--- config.mk ---
export PLATFORM = sky130hd
export DESIGN_NAME = fpm_norm_round
export DESIGN_NICKNAME = d
export VERILOG_FILES = /design/src/rtl/fpm_pkg.sv /design/src/rtl/fpm_round.sv /design/src/rtl/fpm_norm_round.sv
export SDC_FILE = /design/constraint.sdc
export NUM_CORES = 1
export LEC_CHECK = 0
export BUFFER_PORTS_ARGS = -buffer_cell sky130_fd_sc_hd__clkbuf_2
export CAP_MARGIN = 30
export CORE_UTILIZATION = 40
export CTS_BUF_LIST = sky130_fd_sc_hd__clkbuf_8
export DETAILED_ROUTE_END_ITERATION = 10
export PLACE_DENSITY = 0.66
export SLEW_MARGIN = 25
export SYNTH_ARGS = -nofsm -noshare
export SYNTH_HDL_FRONTEND = slang
export SYNTH_SLANG_ARGS = --single-unit
--- constraint.sdc ---
create_clock -name clk -period 3.4 [get_ports clk]
set_input_delay 0.51 -clock clk [delete_from_list [all_inputs] [get_ports clk]]
set_output_delay 0.51 -clock clk [all_outputs]
set_load 0.005 [all_outputs]
--- src/rtl/fpm_pkg.sv ---
// Shared constants, the S1 normalized-product record, and the S1 normalize helper
// for the single-precision multiplier back end.
package fpm_pkg;

    localparam int EXP_BIAS = 127;
    localparam int EXP_MAX  = 255;
    localparam int MANT_W   = 23;
    localparam int PROD_W   = 48;
    localparam int SIG_W    = MANT_W + 1;
    localparam int EXP_W    = 10;

    localparam logic signed [EXP_W-1:0] EXP_MAX_S = EXP_W'(EXP_MAX);

    typedef struct packed {
        logic                    sign;
        logic signed [EXP_W-1:0] exp;
        logic [SIG_W-1:0]        sig;
        logic                    guard;
        logic                    sticky;
        logic                    zero;
    } s1_t;

    // A 1.m x 1.m product lies in [1,4), so the leading one is at bit 47 or 46.
    function automatic s1_t normalize(input logic                    sign,
                                      input logic signed [EXP_W-1:0] exp,
                                      input logic [PROD_W-1:0]       mant,
                                      input logic                    zero);
        s1_t r;
        r.sign = sign;
        r.zero = zero;
        if (mant[PROD_W-1]) begin
            r.sig    = mant[47:24];
            r.guard  = mant[23];
            r.sticky = |mant[22:0];
            r.exp    = exp + 10'sd1;
        end else begin
            r.sig    = mant[46:23];
            r.guard  = mant[22];
            r.sticky = |mant[21:0];
            r.exp    = exp;
        end
        return r;
    endfunction

endpackage

--- src/rtl/fpm_round.sv ---
// Combinational round-to-nearest-even, range check and IEEE-754 single packing
// of a normalized product.
module fpm_round
    import fpm_pkg::*;
#(
    parameter int FLUSH_SUBNORM = 1
) (
    input  s1_t         s1_i,
    output logic [31:0] p_o,
    output logic        ovf_o,
    output logic        unf_o
);

    localparam bit FLUSH = (FLUSH_SUBNORM != 0);

    logic                    inc;
    logic                    carry;
    logic [SIG_W:0]          sum;
    logic [MANT_W-1:0]       frac;
    logic signed [EXP_W-1:0] exp_r;

    always_comb begin
        inc   = s1_i.guard && (s1_i.sticky || s1_i.sig[0]);
        sum   = {1'b0, s1_i.sig} + {{SIG_W{1'b0}}, inc};
        // An all-ones significand rolls over to 10.000..., i.e. 1.0 at the next exponent.
        carry = sum[SIG_W] && !sum[SIG_W-1];
        if (carry) begin
            frac  = '0;
            exp_r = s1_i.exp + 10'sd1;
        end else begin
            frac  = sum[MANT_W-1:0];
            exp_r = s1_i.exp;
        end

        p_o   = {s1_i.sign, exp_r[7:0], frac};
        ovf_o = 1'b0;
        unf_o = 1'b0;
        if (s1_i.zero) begin
            p_o = {s1_i.sign, 31'b0};
        end else if (exp_r >= EXP_MAX_S) begin
            p_o   = {s1_i.sign, 8'hFF, 23'b0};
            ovf_o = 1'b1;
        end else if (FLUSH && (exp_r <= 10'sd0)) begin
            p_o   = {s1_i.sign, 31'b0};
            unf_o = 1'b1;
        end
    end

endmodule

--- src/rtl/fpm_norm_round.sv ---
// Two-stage normalize / round-and-pack back end of a single-precision multiplier
// with valid/ready handshakes on both sides.
module fpm_norm_round
    import fpm_pkg::*;
#(
    parameter int FLUSH_SUBNORM = 1
) (
    input  logic                    clk,
    input  logic                    rst_n,
    input  logic                    in_valid,
    output logic                    in_ready,
    input  logic                    in_sign,
    input  logic signed [EXP_W-1:0] in_exp,
    input  logic [PROD_W-1:0]       in_mant,
    input  logic                    in_zero,
    output logic                    out_valid,
    input  logic                    out_ready,
    output logic [31:0]             out_p,
    output logic                    out_ovf,
    output logic                    out_unf
);

    logic        s1_valid_q, s1_valid_d;
    logic        s2_valid_q, s2_valid_d;
    s1_t         s1_q, s1_d;
    logic        s1_load, s2_load;
    logic [31:0] p_rnd, out_p_q;
    logic        ovf_rnd, unf_rnd, ovf_q, unf_q;

    assign in_ready = !s1_valid_q || !s2_valid_q || out_ready;
    assign s1_load  = in_valid && in_ready;
    assign s2_load  = s1_valid_q && (!s2_valid_q || out_ready);

    always_comb begin
        s1_valid_d = s1_valid_q;
        if (s1_load) begin
            s1_valid_d = 1'b1;
        end else if (s2_load) begin
            s1_valid_d = 1'b0;
        end

        s2_valid_d = s2_valid_q;
        if (s2_load) begin
            s2_valid_d = 1'b1;
        end else if (out_ready) begin
            s2_valid_d = 1'b0;
        end

        s1_d = normalize(in_sign, in_exp, in_mant, in_zero);
    end

    always_ff @(posedge clk or negedge rst_n) begin
        if (!rst_n) begin
            s1_valid_q <= 1'b0;
            s2_valid_q <= 1'b0;
        end else begin
            s1_valid_q <= s1_valid_d;
            s2_valid_q <= s2_valid_d;
        end
    end

    // S1: normalized product; payload needs no reset because s1_valid_q qualifies it.
    always_ff @(posedge clk) begin
        if (s1_load) begin
            s1_q <= s1_d;
        end
    end

    fpm_round #(
        .FLUSH_SUBNORM(FLUSH_SUBNORM)
    ) u_round (
        .s1_i (s1_q),
        .p_o  (p_rnd),
        .ovf_o(ovf_rnd),
        .unf_o(unf_rnd)
    );

    // S2: packed result register, cleared in reset so the outputs read zero.
    always_ff @(posedge clk or negedge rst_n) begin
        if (!rst_n) begin
            out_p_q <= '0;
            ovf_q   <= 1'b0;
            unf_q   <= 1'b0;
        end else if (s2_load) begin
            out_p_q <= p_rnd;
            ovf_q   <= ovf_rnd;
            unf_q   <= unf_rnd;
        end
    end

    assign out_valid = s2_valid_q;
    assign out_p     = out_p_q;
    assign out_ovf   = ovf_q;
    assign out_unf   = unf_q;

endmodule

**After elaboration in Yosys (flattened, before gate mapping)**

Index checks and enable logic that the tools add are counted.

- $mul: 0
- Equality and inequality tests: 0
- Shifts and indexed selects: 0
- Reductions and logical operators: 15
- Bitwise gates (word level): 0
- Div/mod/pow operators: 0
- Multiplexer cells: 15
- Order comparisons: 2
- Add/sub/neg operators: 3

Operator list:

| kind | number |
|---|---|
| 2-to-1 mux 31 bit | 3 |
| 2-to-1 mux 36 bit | 1 |
| adder 24 x 1 -> 25 bit | 1 |
| 2-to-1 mux 23 bit | 1 |
| OR reduction 23 bit | 1 |
| OR reduction 22 bit | 1 |
| adder 10 x 2 -> 10 bit, second input constant | 2 |
| >= comparator 10 x 9 -> 1 bit, second input constant | 1 |
| less-or-equal comparator 10 x 1 -> 1 bit, second input constant | 1 |
| 2-to-1 mux 10 bit | 1 |
| 2-to-1 mux 1 bit | 9 |
| logical AND 1 bit | 4 |
| logical OR 1 bit | 4 |
| nonzero test 2 bit | 2 |
| zero test 1 bit | 3 |

- RAM bits: 0
- ROM bits: 0
- Bits in latches: 0
- Register bits after elaboration: 74
- Output and inout port bits: 36
- Memories: 0

**Longest topological paths before layout**

Gate-level depths: netlist of run 1.

- Word-level depth: 10
- Mapped depth: 13
- Depth with buffers taken out: 10

**Hierarchy**

Synthesis of run 1 repeated with hierarchy kept, for this count alone.

- Cell total of the unflattened synthesis: 353
- Area total of the unflattened synthesis: 4,254.1 um^2

By module, submodules not included:

| module | cells an instance | area an instance (um^2) | times used |
|---|---|---|---|
| fpm_norm_round | 174 | 3,163.0 | 1 |
| fpm_round | 179 | 1,091.0 | 1 |

**Least setup slack after synthesis of run 1**

OpenSTA, ideal clock, no wires.

- Path type: flip-flop to flip-flop
- From: register s1_q[3] (netlist name)
- To: register out_p_q[10] (netlist: out_p[10])
- Arrival time: 2.687 ns
- Required time: 3.278 ns
- Buffers on the path: 2
- Setup slack: 0.592 ns
- Stages on the path, launching flop included: 13
- Library setup time: 0.122 ns
- Cell sequence: edfxtp_1 o21a_1 ha_1 ha_1 nand4_1 nor4_4 nand4_2 or3_1 and3_4 and3b_1 buf_6 buf_6 a32o_1

- Longest elaborated chain between the ends: 10
- Elaborated cells between the ends (all ways): 12
- Classes of those cells: add/sub (1); order compare (2); mux (5); reduce/logical (4)

RTL lines:

| item | line | text |
|---|---|---|
| from (decl) | fpm_norm_round.sv:25 | `s1_t s1_q, s1_d;` |
| from (signal assigned) | fpm_norm_round.sv:65 | `s1_q <= s1_d;` |
| logical OR 1 bit | fpm_round.sv:23 | `inc = s1_i.guard && (s1_i.sticky \|\| s1_i.sig[0]);` |
| logical AND 1 bit | fpm_round.sv:23 |  |
| adder 24 x 1 -> 25 bit * | fpm_round.sv:24 | `sum = {1'b0, s1_i.sig} + {{SIG_W{1'b0}}, inc};` |
| zero test 1 bit | fpm_round.sv:26 | `carry = sum[SIG_W] && !sum[SIG_W-1];` |
| logical AND 1 bit | fpm_round.sv:26 |  |
| 2-to-1 mux 10 bit | fpm_round.sv:27 | `if (carry) begin` |
| less-or-equal comparator 10 x 1 -> 1 bit | fpm_round.sv:43 | `end else if (FLUSH && (exp_r <= 10'sd0)) begin` |
| 2-to-1 mux 31 bit | fpm_round.sv:43 |  |
| 2-to-1 mux 31 bit * | fpm_round.sv:40 | `end else if (exp_r >= EXP_MAX_S) begin` |
| 2-to-1 mux 31 bit * | fpm_round.sv:38 | `if (s1_i.zero) begin` |
| to (signal assigned) | fpm_norm_round.sv:85 | `out_p_q <= p_rnd;` |
| to (decl) | fpm_norm_round.sv:27 | `logic [31:0] p_rnd, out_p_q;` |

Every way passes the cells marked *; elsewhere a longest branch is shown, timed or not.
A chain may end at the register's enable or synchronous reset.

**Worst setup path after layout of run 1**

- From: register s1_q[3] (netlist name)
- To: register out_p_q[18] (netlist: out_p[18])

The elaborated chain is that of the path after synthesis.

==> results.py, run 1 <==
metrics = {
    "finish": {
        "fillCellCount": 967,
        "drive_gt1_share_pct": 35.4,
        "n_antenna_cell": 0,
        "postLayoutCoreUtil_pct": 49.5,
        "nets": 507,
        "fin_area_um2": 4860,
        "fin_cells": 577,
        "area_delta_synth_final_pct": 19.9,
    },
    "grt": {
        "grt_pass1_vias": 2814,
        "antenna_found_initial": 0,
        "grt_pass1_wl_um": 13500,
        "grt_max_degree": 39,
        "grtUsageTotal_pct": 16.9,
        "gr-total-overflow": 0,
    },
    "clock_network": {
        "cts_buffer_depth": 2,
        "h-tree-depth": 3,
        "clock_latency_ns": 0.35,
        "cts_made_buffers": 9,
        "cts_sinks": 74,
        "cts_tree": "done",
        "path_clk_slew_ns": 0.07,
        "ctsHoldBuffers": 0,
        "cts_root_buffer": "clkbuf_8",
    },
    "power_and_ir_drop": {
        "power_leakage_nw": 2.03,
        "p_per_area_nw_per_um2": 418,
        "ir_drop_mv": 0.151,
        "p_total_mw": 2.03,
    },
    "synthesis": {
        "synth.avg_cell_area_um2": 11.9,
        "synth_seq_cells": 74,
        "synth_top_area_cell": "edfxtp_1",
        "yosys.area.top_type_share_pct": 28.1,
        "syn_inst": 342,
        "ys_seq_area_share_pct": 50.4,
        "syn-num-nets": 410,
        "synth_edf_count": 38,
        "synthArstFlopShare_pct": 48.6,
        "synth.area.top_cells": "edfxtp_1 28%, dfrtp_1 22%, mux2_2 7.5%",
        "synth_fa_ha_area_share_pct": 1.23,
        "yosys_most_used_dff": "edfxtp_1",
        "synth_compound_area_share_pct": 10.1,
        "synth_warnings": 0,
        "synth_xor_area_share_pct": 9.07,
        "syn_area_um2": 4060,
        "synth_top_family_by_area": "simple AND/OR/NAND/NOR gates",
        "synth_simple_gate_area_share_pct": 18.8,
        "synth.distinct_cells": 54,
        "synthMuxAreaShare_pct": 7.74,
    },
    "drt": {
        "totalWireLength_um": 8630,
        "route.vias.total": 3092,
        "drt_iter0_markers": 208,
        "top_layer_used": "met4",
        "drtPass1Iterations": 4,
        "wl_per_cell_um": 15.0,
        "met1_length_um": 4250,
        "route.detailed.drc": 0,
        "route.met2.wl_um": 3890,
        "ant_nets": 0,
        "via_per_inst": 5.36,
        "wl_met3_um": 422,
    },
    "floorplanning": {
        "die_w_um": 103,
        "placementRows": 36,
        "initial_utilization_pct": 41.3,
        "die_h_um": 103,
        "die-area_um2": 10500,
        "io_pins": 100,
        "coreArea_um2": 9820,
    },
    "timing": {
        "finalSetupViolCount": 0,
        "fin_setup_tns_ns": 0,
        "fin_crit_sh_pct": 93.0,
        "slew_violations": 0,
        "finalClockSkew_ns": 0.0118,
        "max_freq_ghz": 0.316,
        "rsz0062_at_grt": "false",
        "worst_pin_slew_ns": 0.539,
        "slew_headroom_pct": 64.1,
        "hold_violations": 0,
        "post-route-min-period_ns": 3.16,
    },
    "setup_path": {
        "startpoint_type": "flop",
        "path_class": "reg2reg",
        "critPathArrivalTime_ns": 3.39,
        "r2r_slack_ns": 0.24,
        "cpPeakStageDelay_ns": 0.44,
        "cp.required_ns": 3.63,
        "worstPathCellList": "o21a_1 -> ha_1 -> ha_1 -> nand4_1 -> nor4_1 -> and4_1 -> and4_1 -> o22ai_1 -> or2_1 -> a32o_1",
        "worstSetupEndpointType": "flop",
        "cp_slowest_cell": "or2_1",
        "path_max_fanout": 16,
    },
    "place": {
        "finalWeightedCongestion": 0.883,
        "io_buffers": 99,
        "dp_cells": 560,
        "placed_area_um2": 4650,
        "place_hpwl_um": 6700,
    },
    "outcome": {
        "outcome": "finished clean",
    },
    "job": {
        "cap_violations": 0,
    },
    "hold_path": {
        "hold_path.class": "in2async",
    },
}
-- cell usage after synthesis, types with 3 or more instances --
cell type	count
nand4_1	14
edfxtp_1	38
and2_1	4
buf_6	3
mux2_2	27
a22o_1	5
xnor2_1	27
nand2b_1	3
nor4_1	8
buf_4	3
clkbuf_1	9
xor2_1	15
o21ai_0	8
nand2_1	29
and3_1	7
nor2_1	11
a32o_1	16
ha_1	4
and4_1	11
a221o_1	4
nor3b_1	3
dfrtp_1	36
nand3_1	15
-- per-layer routing --
metal | track usage, % | vias up
met5 | 0 | -
li1 | - | 1516
met3 | 3.53 | 8
met1 | 23.5 | 1467
met4 | 6.81 | 0
met2 | 25.7 | 101
-- kinds of logic after synthesis --
kind of cell,after synthesis
compound gates,50
xor+xnor,42
fa+ha+maj,4
buf+inv,20
flops,74
mux,28
simple gates,124
-- final cells by class --
cell class | instances | area (um^2) | area share (%)
Clock inverter | 6 | 57.6 | 1.18
Clock buffer | 10 | 138 | 2.83
Inverter | 1 | 3.75 | 0.0772
Tap cell | 133 | 166 | 3.42
Multi-Input combinational cell | 248 | 1900 | 39.1
Sequential cell | 74 | 2040 | 42.0
Timing Repair Buffer | 105 | 553 | 11.4
-- registers in the layout, indices dropped and copies added (netlist names) --
signal and count:
out_unf 1, out_valid 1, out_ovf 1, s1_valid_q 1, out_p 32, s1_q 38
-- power by group --
part           switching, mW  internal, mW  total [mW]  leakage, nW
Clock                  0.301         0.353       0.655        0.107
Sequential            0.0657          1.02        1.09        0.842
Combinational          0.141         0.147       0.288         1.09
-- stage by stage --
stage	worst slack, ns	hold slack (ns)
4_1_cts	0.194	0.287
5_1_grt	0.0464	0.0104
6_report	0.237	0.0126
2_1_floorplan	0.592	0.214
3_3_place_gp	0.332	0.465
3_5_place_dp	0.194	0.465
-- final timing paths --
check	startpoint	endpoint	cells after the start
min reg2reg	s1_q[37]	out_p[31]	1
max reg2reg	s1_q[3]	out_p[18]	10
min in group clk	in_zero	s1_q[0]	1
max in group asynchronous	rst_n	out_p[18]	2
min	rst_n	out_p[25]	1
max	s1_q[3]	out_p[18]	10
-- worst max-delay path, delay by kind of cell, from the launching register on --
| family | cells | cell delay, ns |
|---|---|---|
| compound gates | 3 | 0.53 |
| simple gates | 5 | 1.77 |
| fa+ha+maj | 2 | 0.39 |
| flops | 1 | 0.36 |
-- layout by cell type, fill, tap and decap left out, types with 14 or more instances in the layout --
cell      instances
a32o_1           16
clkbuf_2         99
dfrtp_1          36
edfxtp_1         38
mux2_2           27
nand2_1          29
nand3_1          15
nand4_1          14
xnor2_1          27
xor2_1           15
-- repair_timing --
action	4_1_cts	5_1_grt
gates resized for setup	0	1
buffers inserted	0	0
endpoints found under the setup margin	0	16
Power figures use the tool's default switching activity.
==> run 2: changes to the inputs <==
--- a/config.mk
+++ b/config.mk
@@ -10,7 +10,7 @@
 export CORE_UTILIZATION = 40
 export CTS_BUF_LIST = sky130_fd_sc_hd__clkbuf_8
 export DETAILED_ROUTE_END_ITERATION = 10
-export PLACE_DENSITY = 0.66
+export PLACE_DENSITY = 0.68
 export SLEW_MARGIN = 25
 export SYNTH_ARGS = -nofsm -noshare
 export SYNTH_HDL_FRONTEND = slang
==> constraint.sdc (replaced) <==
create_clock -name clk -period 2.9 [get_ports clk]
set_input_delay 0.435 -clock clk [delete_from_list [all_inputs] [get_ports clk]]
set_output_delay 0.435 -clock clk [all_outputs]
set_load 0.005 [all_outputs]
==> results.py, run 2 (same netlist as run 1, synthesis figures left out) <==
metrics = {
    "outcome": {
        "outcome": "finished clean",
    },
    "grt": {
        "grtUsageTotal_pct": 18.0,
        "antenna_found_initial": 0,
        "grt_pass1_wl_um": 14300,
        "grt_max_degree": 39,
        "grt_pass1_vias": 2973,
        "gr-total-overflow": 0,
    },
    "finish": {
        "nets": 527,
        "drive_gt1_share_pct": 39.7,
        "fin_cells": 597,
        "register_area_um2": 2040,
        "largest_reg_flops": 38,
        "top_register": "s1_q",
        "multi_input_area_um2": 1960,
        "fillCellCount": 929,
        "layout_common_cells": "99 x clkbuf_2, 38 x edfxtp_1, 36 x dfrtp_1, 29 x nand2_1",
        "layout_commonest_cell": "clkbuf_2",
        "n_antenna_cell": 0,
        "area_delta_synth_final_pct": 25.2,
        "postLayoutCoreUtil_pct": 51.7,
        "fin_area_um2": 5080,
    },
    "clock_network": {
        "clock_latency_ns": 0.35,
        "cts_made_buffers": 9,
        "cts_tree": "done",
        "cts_sinks": 74,
        "cts_root_buffer": "clkbuf_8",
        "path_clk_slew_ns": 0.08,
        "cts_buffer_depth": 2,
        "h-tree-depth": 3,
    },
    "timing": {
        "holdWs_ns": 0.259,
        "finalSetupViolCount": 0,
        "fin_crit_sh_pct": 97.0,
        "finalClockSkew_ns": 0.00687,
        "hold_violations": 0,
        "rsz0062_at_grt": "true",
        "worst_pin_slew_ns": 0.484,
        "fin_setup_tns_ns": 0,
        "slew_violations": 0,
        "slew_headroom_pct": 67.7,
        "setup_ws_ns": 0.0875,
        "max_freq_ghz": 0.356,
        "post-route-min-period_ns": 2.81,
    },
    "place": {
        "dp_cells": 575,
        "io_buffers": 99,
        "place_hpwl_um": 7070,
        "pre_cts_ws_ns": -0.0784,
        "finalWeightedCongestion": 0.859,
        "placed_area_um2": 4760,
    },
    "setup_path": {
        "path_max_fanout": 10,
        "worstSetupEndpointType": "flop",
        "critPathArrivalTime_ns": 3.05,
        "startpoint_type": "flop",
        "cp.required_ns": 3.14,
        "worstPathCellList": "o21a_1 -> ha_2 -> ha_1 -> nand4_1 -> nor4_4 -> nand4_2 -> or3_4 -> and3_4 -> buf_4 -> a21boi_4 -> a221o_1",
        "cpPeakStageDelay_ns": 0.38,
        "path_class": "reg2reg",
        "cp_slowest_cell": "or3_4",
    },
    "drt": {
        "wl_per_cell_um": 15.8,
        "via_per_inst": 5.36,
        "drtPass1Iterations": 5,
        "drt_iter0_markers": 173,
        "ant_nets": 0,
        "route.vias.total": 3197,
        "totalWireLength_um": 9430,
        "route.detailed.drc": 0,
    },
    "power_and_ir_drop": {
        "power_leakage_nw": 2.14,
        "ir_drop_mv": 0.189,
        "p_total_mw": 2.47,
        "p_per_area_nw_per_um2": 487,
    },
    "floorplanning": {
        "die_h_um": 103,
        "initial_utilization_pct": 41.3,
        "coreArea_um2": 9820,
        "die_w_um": 103,
        "io_pins": 100,
        "die-area_um2": 10500,
        "placementRows": 36,
    },
    "hold_path": {
        "hold_path.class": "in2reg",
    },
    "job": {
        "cap_violations": 0,
    },
}
-- run 2: cell count changes in the layout (fill, tap and decap cells not counted), sizes merged --
cell	delta
clkbuf	-1
buf	+18
clkinv	-1
bufinv	+1
and3b	+1
dlygate4sd3	+1
clkinvlp	+1
-- run 2: path summary, 6_finish.rpt --
check	start	to	slack, ns	cells past startpoint
worst min-delay path	in_zero	s1_q[0]	0.26	1
worst max-delay path	s1_q[3]	out_p[24]	0.09	11
worst min register to register	out_ovf	out_ovf	0.48	1
max in group asynchronous	rst_n	out_p[13]	1.98	3
min in group asynchronous	rst_n	out_p[29]	0.49	2
worst max register to register	s1_q[3]	out_p[24]	0.09	11
-- run 2: routing by layer --
layer | global-route usage, % | up-vias | share of wire [%]
met5 | 0 | - | 0
met4 | 8.24 | 0 | 2.1
met3 | 3.19 | 16 | 5.2
met2 | 27.7 | 103 | 46
met1 | 24.8 | 1518 | 47
li1 | - | 1560 | -
-- run 2: power by group --
group / internal (mW) / switching, mW
logic: 0.182 / 0.180
clock network: 0.475 / 0.367
registers: 1.20 / 0.0690
-- run 2: critical path: cells and delay by family (launching register included) --
family	cells	cell delay, ns
simple gates	5	1.27
compound gates	3	0.57
buf+inv	1	0.17
fa+ha+maj	2	0.35
flops	1	0.35
-- run 2: repair_timing --
item,in CTS,in global routing
hold buffers,0,1
gates cloned,0,1
setup endpoints to repair,24,31
setup buffers,1,2
endpoints found under the hold margin,0,9
resized for setup,3,11
pin swaps,1,4
-- run 2: cell type report --
| class | instances | share of cell area (%) |
|---|---|---|
| timing repair buffer | 124 | 13.8 |
| sequential | 74 | 40.2 |
| tap | 133 | 3.28 |
| inverter | 1 | 0.0739 |
| clock inverter | 7 | 1.68 |
| clock buffer | 9 | 2.44 |
| multi-input combinational | 249 | 38.6 |
==> run 3: changes to the inputs <==
--- a/config.mk
+++ b/config.mk
@@ -7,10 +7,10 @@
 export LEC_CHECK = 0
 export BUFFER_PORTS_ARGS = -buffer_cell sky130_fd_sc_hd__clkbuf_2
 export CAP_MARGIN = 30
-export CORE_UTILIZATION = 40
+export CORE_UTILIZATION = 50
 export CTS_BUF_LIST = sky130_fd_sc_hd__clkbuf_8
 export DETAILED_ROUTE_END_ITERATION = 10
-export PLACE_DENSITY = 0.68
+export PLACE_DENSITY = 0.82
 export SLEW_MARGIN = 25
 export SYNTH_ARGS = -nofsm -noshare
 export SYNTH_HDL_FRONTEND = slang
==> results.py, run 3 (same netlist as run 1, synthesis figures left out) <==
metrics = {
    "place": {
        "io_buffers": 99,
        "finalWeightedCongestion": 0.854,
        "place_hpwl_um": 6780,
        "pre_cts_ws_ns": -0.169,
        "dp_cells": 543,
    },
    "timing": {
        "slew_headroom_pct": 67.0,
        "post-route-min-period_ns": 2.91,
        "fin_crit_sh_pct": 100,
        "setup_ws_ns": -0.00671,
        "worst_pin_slew_ns": 0.494,
        "finalSetupViolCount": 5,
        "max_freq_ghz": 0.344,
        "hold_violations": 0,
        "slew_violations": 0,
        "finalClockSkew_ns": 0.00834,
    },
    "clock_network": {
        "cts_tree": "done",
        "cts_sinks": 74,
        "h-tree-depth": 3,
        "cts_buffer_depth": 2,
        "cts_made_buffers": 9,
        "path_clk_slew_ns": 0.08,
        "cts_root_buffer": "clkbuf_8",
        "clock_latency_ns": 0.35,
    },
    "finish": {
        "layout_commonest_cell": "clkbuf_2",
        "drive_gt1_share_pct": 41.1,
        "multi_input_area_um2": 2020,
        "area_delta_synth_final_pct": 26.4,
        "register_area_um2": 2040,
        "fillCellCount": 636,
        "layout_common_cells": "99 x clkbuf_2, 38 x edfxtp_1, 36 x dfrtp_1, 29 x nand2_1, 27 x mux2_2",
        "top_register": "s1_q",
        "fin_cells": 569,
        "n_antenna_cell": 0,
        "largest_reg_flops": 38,
        "nets": 530,
    },
    "drt": {
        "drt_iter0_markers": 223,
        "route.vias.total": 3239,
        "via_per_inst": 5.69,
        "ant_nets": 0,
        "route.detailed.drc": 0,
        "drtPass1Iterations": 4,
        "wl_per_cell_um": 16.4,
        "totalWireLength_um": 9330,
    },
    "setup_path": {
        "cp.buffers_inverters": 1,
        "worstSetupEndpointType": "flop",
        "cp_slowest_cell": "edfxtp_1",
        "critPathArrivalTime_ns": 3.14,
        "path_max_fanout": 8,
        "path_class": "reg2reg",
        "r2r_slack_ns": -0.007,
        "cp.required_ns": 3.13,
        "worstPathCellList": "o21a_1 -> ha_4 -> ha_1 -> nand4_1 -> buf_4 -> nor4_4 -> nand4_2 -> or3_4 -> and3_4 -> and3b_2 -> a32o_1",
        "startpoint_type": "flop",
        "cpPeakStageDelay_ns": 0.38,
        "crit_family": "simple AND/OR/NAND/NOR gates",
    },
    "floorplanning": {
        "placementRows": 32,
        "initial_utilization_pct": 52.2,
        "die_h_um": 92.1,
        "io_pins": 100,
        "die_w_um": 92.1,
        "die-area_um2": 8470,
        "coreArea_um2": 7770,
    },
    "grt": {
        "grt_max_degree": 39,
        "grtUsageTotal_pct": 22.2,
        "antenna_found_initial": 0,
        "grt_pass1_wl_um": 14600,
        "grt_pass1_vias": 3014,
        "gr-total-overflow": 0,
    },
    "power_and_ir_drop": {
        "power_leakage_nw": 2.19,
        "p_per_area_nw_per_um2": 488,
        "ir_drop_mv": 0.232,
    },
    "hold_path": {
        "hold_path.class": "in2reg",
    },
    "outcome": {
        "violations": "negative setup slack",
        "outcome": "finished, violations left",
    },
    "job": {
        "cap_violations": 0,
    },
}
[run 3: changes by cell type in the layout (fill, tap and decap cells not counted), sizes merged]
cell / before / now
clkinvlp: 1 / 2
or2: 3 / 4
clkinv: 3 / 2
buf: 24 / 26
[run 3: path summary, 6_finish.rpt]
| kind | from | to | cells past startpoint |
|---|---|---|---|
| max | s1_q[3] | out_p[1] | 11 |
| min | in_sign | s1_q[37] | 1 |
| max reg2reg | s1_q[3] | out_p[1] | 11 |
| min reg2reg | out_p[16] | out_p[16] | 2 |
| max in group asynchronous | rst_n | out_p[13] | 3 |
| min in group asynchronous | rst_n | out_p[24] | 2 |
[run 3: area by class of cell]
cell class                 instances  share of cell area, %
timing repair buffer             126                   14.0
clock buffer                       9                   2.42
multi-input combinational        250                   39.4
inverter                           1                 0.0732
clock inverter                     7                   1.81
sequential                        74                   39.8
tap                              102                   2.49
[run 3: power by group]
group / switching (mW) / internal (mW)
clock: 0.380 / 0.482
combinational: 0.183 / 0.185
sequential: 0.0721 / 1.20
[run 3: stage by stage]
step                      utilization [%]  hold WS [ns]  power [mW]  TNS [ns]  instance area, um^2
final                                66.0         0.264        2.50   -0.0152                 5130
after global routing                 66.0         0.255        2.60    -0.954                 5130
after CTS                            63.9         0.199        2.49         0                 4960
after detailed placement             60.7         0.480        1.64     -3.27                 4710
after global placement               60.7         0.461        1.62    -0.894                 4710
after floorplan                         -         0.139        1.47         0                 4060
[run 3: what timing repair did]
item | in CTS | in global routing
pin swaps | 3 | 5
buffers inserted | 0 | 6
resized for setup | 9 | 15
gates cloned | 1 | 1
hold endpoints to repair | 0 | 7
endpoints found under the setup margin | 28 | 32
hold buffers | 0 | 1
[run 3: routing by layer]
metal	vias up	wire, um	GRT usage [%]
met2	108	4510	36.2
met3	12	436	3.32
met1	1562	4230	30.1
met4	0	149	8.07
met5	-	0	0
li1	1557	-	-
